**config.mk**
```make
export PLATFORM = sky130hd
export DESIGN_NAME = irq_entry_unit
export DESIGN_NICKNAME = d
export VERILOG_FILES = /design/src/rtl/irq_entry_unit.sv
export SDC_FILE = /design/constraint.sdc
export NUM_CORES = 1
export LEC_CHECK = 0
export ABC_AREA = 1
export CAP_MARGIN = 5
export CELL_PAD_IN_SITES_DETAIL_PLACEMENT = 1
export CELL_PAD_IN_SITES_GLOBAL_PLACEMENT = 1
export CORE_UTILIZATION = 34
export DETAILED_ROUTE_END_ITERATION = 7
export HOLD_SLACK_MARGIN = 0.05
export PLACE_DENSITY = 0.95
export SLEW_MARGIN = 30
export SYNTH_ARGS = -nofsm -noshare
export SYNTH_HDL_FRONTEND = slang
export SYNTH_SLANG_ARGS = --single-unit
export TNS_END_PERCENT = 100
```
**constraint.sdc**
```tcl
create_clock -name clk -period 2.7 [get_ports clk]
set_input_delay 0.54 -clock clk [delete_from_list [all_inputs] [get_ports clk]]
set_output_delay 0.54 -clock clk [all_outputs]
set_load 0.005 [all_outputs]
```
**src/rtl/irq_entry_unit.sv**
```systemverilog
// Interrupt entry/return sequencer: takes a pending interrupt at a commit boundary,
// acknowledges it, flushes, redirects fetch to the handler and returns via EOI.
module irq_entry_unit #(
  parameter int PC_WIDTH     = 32,
  parameter int VECTOR_WIDTH = 8,
  parameter int VECTOR_SHIFT = 2
) (
  input  logic                    clk,
  input  logic                    rst_n,
  input  logic                    irq_pending,
  input  logic [3:0]              irq_num,
  input  logic [VECTOR_WIDTH-1:0] irq_vector,
  output logic                    irq_ack,
  output logic [3:0]              irq_ack_num,
  input  logic                    commit_valid,
  input  logic [PC_WIDTH-1:0]     commit_next_pc,
  input  logic                    iret_commit,
  input  logic                    pipe_empty,
  input  logic                    ie_set,
  input  logic                    ie_clr,
  output logic                    flush,
  output logic                    redirect_valid,
  output logic [PC_WIDTH-1:0]     redirect_pc,
  output logic                    eoi_valid,
  output logic [3:0]              eoi_num,
  output logic                    ie,
  output logic                    in_handler,
  output logic [PC_WIDTH-1:0]     epc,
  output logic                    spurious_iret
);

  localparam int WIDE_W = PC_WIDTH + VECTOR_WIDTH + VECTOR_SHIFT;

  typedef enum logic [2:0] {
    S_IDLE,
    S_ACK,
    S_FLUSH,
    S_REDIRECT,
    S_HANDLER,
    S_RETURN
  } state_e;

  state_e                state_q;
  logic [3:0]            cur_num_q;
  logic [PC_WIDTH-1:0]   handler_pc_q;
  logic [PC_WIDTH-1:0]   handler_pc_w;
  logic                  take;

  // Widen before shifting so nothing is lost, then drop bits above PC_WIDTH.
  assign handler_pc_w = PC_WIDTH'(WIDE_W'(irq_vector) << VECTOR_SHIFT);
  assign take         = ie & ~ie_clr & irq_pending & commit_valid;
  assign in_handler   = (state_q == S_FLUSH) || (state_q == S_REDIRECT) ||
                        (state_q == S_HANDLER);

  // NOTE: sequential state uses non-blocking assignments only, so every register
  // sees the pre-edge values and later defaults can be safely overridden below.
  always_ff @(posedge clk or negedge rst_n) begin
    if (!rst_n) begin
      state_q        <= S_IDLE;
      cur_num_q      <= '0;
      handler_pc_q   <= '0;
      irq_ack        <= 1'b0;
      irq_ack_num    <= '0;
      flush          <= 1'b0;
      redirect_valid <= 1'b0;
      redirect_pc    <= '0;
      eoi_valid      <= 1'b0;
      eoi_num        <= '0;
      ie             <= 1'b0;
      epc            <= '0;
      spurious_iret  <= 1'b0;
    end else begin
      irq_ack        <= 1'b0;
      redirect_valid <= 1'b0;
      eoi_valid      <= 1'b0;
      spurious_iret  <= iret_commit && (state_q != S_HANDLER);

      case (state_q)
        S_IDLE: begin
          if (ie_clr)      ie <= 1'b0;
          else if (ie_set) ie <= 1'b1;
          if (take) begin
            state_q      <= S_ACK;
            cur_num_q    <= irq_num;
            handler_pc_q <= handler_pc_w;
            epc          <= commit_next_pc;
            irq_ack      <= 1'b1;
            irq_ack_num  <= irq_num;
            flush        <= 1'b1;
          end
        end
        S_ACK: begin
          ie      <= 1'b0;
          state_q <= S_FLUSH;
        end
        S_FLUSH: begin
          if (pipe_empty) begin
            flush          <= 1'b0;
            redirect_valid <= 1'b1;
            redirect_pc    <= handler_pc_q;
            state_q        <= S_REDIRECT;
          end
        end
        S_REDIRECT: state_q <= S_HANDLER;
        S_HANDLER: begin
          if (iret_commit) begin
            state_q        <= S_RETURN;
            eoi_valid      <= 1'b1;
            eoi_num        <= cur_num_q;
            flush          <= 1'b1;
            redirect_valid <= 1'b1;
            redirect_pc    <= epc;
          end
        end
        S_RETURN: begin
          flush   <= 1'b0;
          ie      <= 1'b1;
          state_q <= S_IDLE;
        end
        default: begin
          flush   <= 1'b0;
          state_q <= S_IDLE;
        end
      endcase
    end
  end

endmodule

```
==> results.ini <==
[clocking]
htree_levels = 3
cts_tree = yes
numCtsBuffers = 9
insertion_delay_ns = 0.34
post_cts_buffers = 0
clk_pin_slew_ns = 0.09
root_buffer = clkbuf_8
clock-sinks = 89
cts_buffer_depth = 2
cts.repair.resized = 0
cts_hold_buf = 0

[sta]
fin_tns_setup_ns = 0
skew_ns = 0.00808
worst_slew_pin_slew_ns = 0.595
final_max_slew_viol_count = 0
rsz0062_at_grt = no
fin_ws_ns = 0.428
max_slew_margin_pct = 60.3
setup_viol = 0
fmax_mhz = 440
finalHoldViolCount = 0
fin_crit_ns = 2.27
finalCritPeriodShare_pct = 84.2

[synthesis]
syn_inst = 402
synth_edf_count = 0
yosys-top-cells-count = 161 x nand2_1, 89 x dfrtp_1, 38 x nor2_1
synthFlopType = dfrtp_1
async_flop_share_pct = 100
synth_cell_types = 19
synth.largest_area_cell = dfrtp_1
syn-num-nets = 454
synth-seq-cells = 89
yosysMostFrequentCell = nand2_1
yosysTopAreaCellShare_pct = 62.8
synth.yosys.seq_area_share_pct = 62.8
netlist_area_um2 = 3550
ys_warn_count = 0
synth_area_leaders = dfrtp_1 63%, nand2_1 17%, a21oi_1 4.7%
avgSynthCellArea_um2 = 8.82

[floorplanning]
io_pins = 131
die_h_um = 104
initial_core_util_pct = 35.6
core_area_um2 = 9950
die_x_um = 104
row_count = 36
die_area_um2 = 10800

[route]
drt_iter0_markers = 93
drt-total-wl_mm = 10.3
drc = 0
via_count = 3121
post_drt_wl_per_cell_um = 15.5
viasPerCell = 4.69
first_pass_iters = 4
postRouteAntennaNets = 0

[cells_and_area]
final_util_pct = 51.6
final_nets = 581
area_growth_pct = 44.8
drive_gt1_share_pct = 4.88
antenna_cells = 0

[setup_path]
critical_path_class = reg2out
cp-start-kind = flip-flop
crit_arrival_ns = 1.73
critical_path_required_ns = 2.16
slowest_stage = clkdlybuf4s50_1
critical-path-max-stage-delay_ns = 0.49
cp_max_fo = 5
cp-end-kind = primary output
crit_chain = nor2_1 > nand2_1 > nand2_1 > clkdlybuf4s50_1
cpMostUsedCell = nand2_1

[placement]
port_buffers = 130
gp_routability_congestion = 0.783
place_worst_setup_slack_ns = 0.573
dp_hpwl_mm = 7.53

[grt]
grt_overflow = 0
grt_pass1_wl_mm = 17.1
grt_pass1_vias = 3504
grtUsageTotal_pct = 19.8
antenna_found_initial = 0
grt_max_degree = 47

[power_and_ir_drop]
vdd_drop_max_mv = 0.448
power_density_nw_per_um2 = 1100
power.leakage_nw = 2.38

[worst_hold_path]
hold_path.class = in2async

[outcome]
outcome = finished clean

[flow_run]
maxCapViolCount = 0

-- routing by layer --
layer	wire, um	share of wire, %	up-vias	track usage (%)
met4	168	1.6	0	6.22
met3	490	4.7	13	4.32
li1	-	-	1501	-
met2	5300	51	88	35.6
met1	4360	42	1519	23.4
met5	0	0	-	0
-- final cells by class --
type | instances | area [um2]
Multi-Input combinational cell | 269 | 1120
Tap cell | 133 | 166
Timing Repair Buffer | 136 | 1370
Fill cell | 1169 | 4820
Clock inverter | 3 | 17.5
Sequential cell | 89 | 2230
Inverter | 24 | 90.1
Clock buffer | 12 | 145
-- logic make-up (layout without fill, tap and decap cells) --
| logic type | count (synthesis) | count (layout) | synth area share [%] |
|---|---|---|---|
| AO/OA/AOI/OAI | 63 | 63 | 8.99 |
| buffers and inverters | 44 | 175 | 5.71 |
| flip-flops | 89 | 89 | 62.8 |
| AND/OR/NAND/NOR | 206 | 206 | 22.5 |
-- power by group --
group	leakage [nW]	switching, mW	internal, mW
Combinational	1.20	1.07	1.40
Clock	0.0822	0.440	0.353
Sequential	1.10	0.419	1.97
-- through the flow --
stage	instance area, um2	instances	hold WS, ns	power [mW]
6_report	5130	666	0.184	5.66
2_1_floorplan	3550	402	0.244	3.32
3_3_place_gp	4970	651	0.457	4.74
4_1_cts	5130	666	0.203	5.74
3_5_place_dp	4970	651	0.460	4.92
5_1_grt	5130	666	0.230	6.07
-- flip-flops by register name (all words and copies together) (netlist names), 3 cells and up --
name,cells
cur_num_q,4
epc,32
eoi_num,4
handler_pc_q,8
redirect_pc,32
state_q,3
-- placed cells by master (no fill, tap or decap), drive strengths merged --
cell type,netlist,final
clkinvlp,0,1
buf,13,7
nand3,3,3
o21ai,28,28
clkinv,0,2
o22ai,1,1
inv,24,24
dfrtp,89,89
o21bai,1,1
nand4,1,1
nor3b,1,1
clkbuf,7,12
clkdlybuf4s50,0,129
a21oi,33,33
nand2,162,162
nor2,39,39
-- path summary, 6_finish.rpt --
path / start / slack [ns] / endpoint / cells after the start
hold reg to reg: handler_pc_q[7] / 0.48 / handler_pc_q[7] / 2
hold / removal: rst_n / 0.18 / state_q[2] / 1
min in group clk: handler_pc_q[7] / 0.48 / handler_pc_q[7] / 2
max in group asynchronous: rst_n / 1.81 / redirect_pc[8] / 2
setup / recovery: state_q[0] / 0.43 / in_handler / 4
setup reg to reg: state_q[1] / 0.62 / redirect_pc[24] / 8
-- worst max-delay path, delay by kind of cell (launching register included) --
| kind | cells | cell delay (ns) |
|---|---|---|
| simple gates | 3 | 0.47 |
| buf+inv | 1 | 0.49 |
| flops | 1 | 0.44 |
Note: power is estimated with default switching activity, not from simulation.
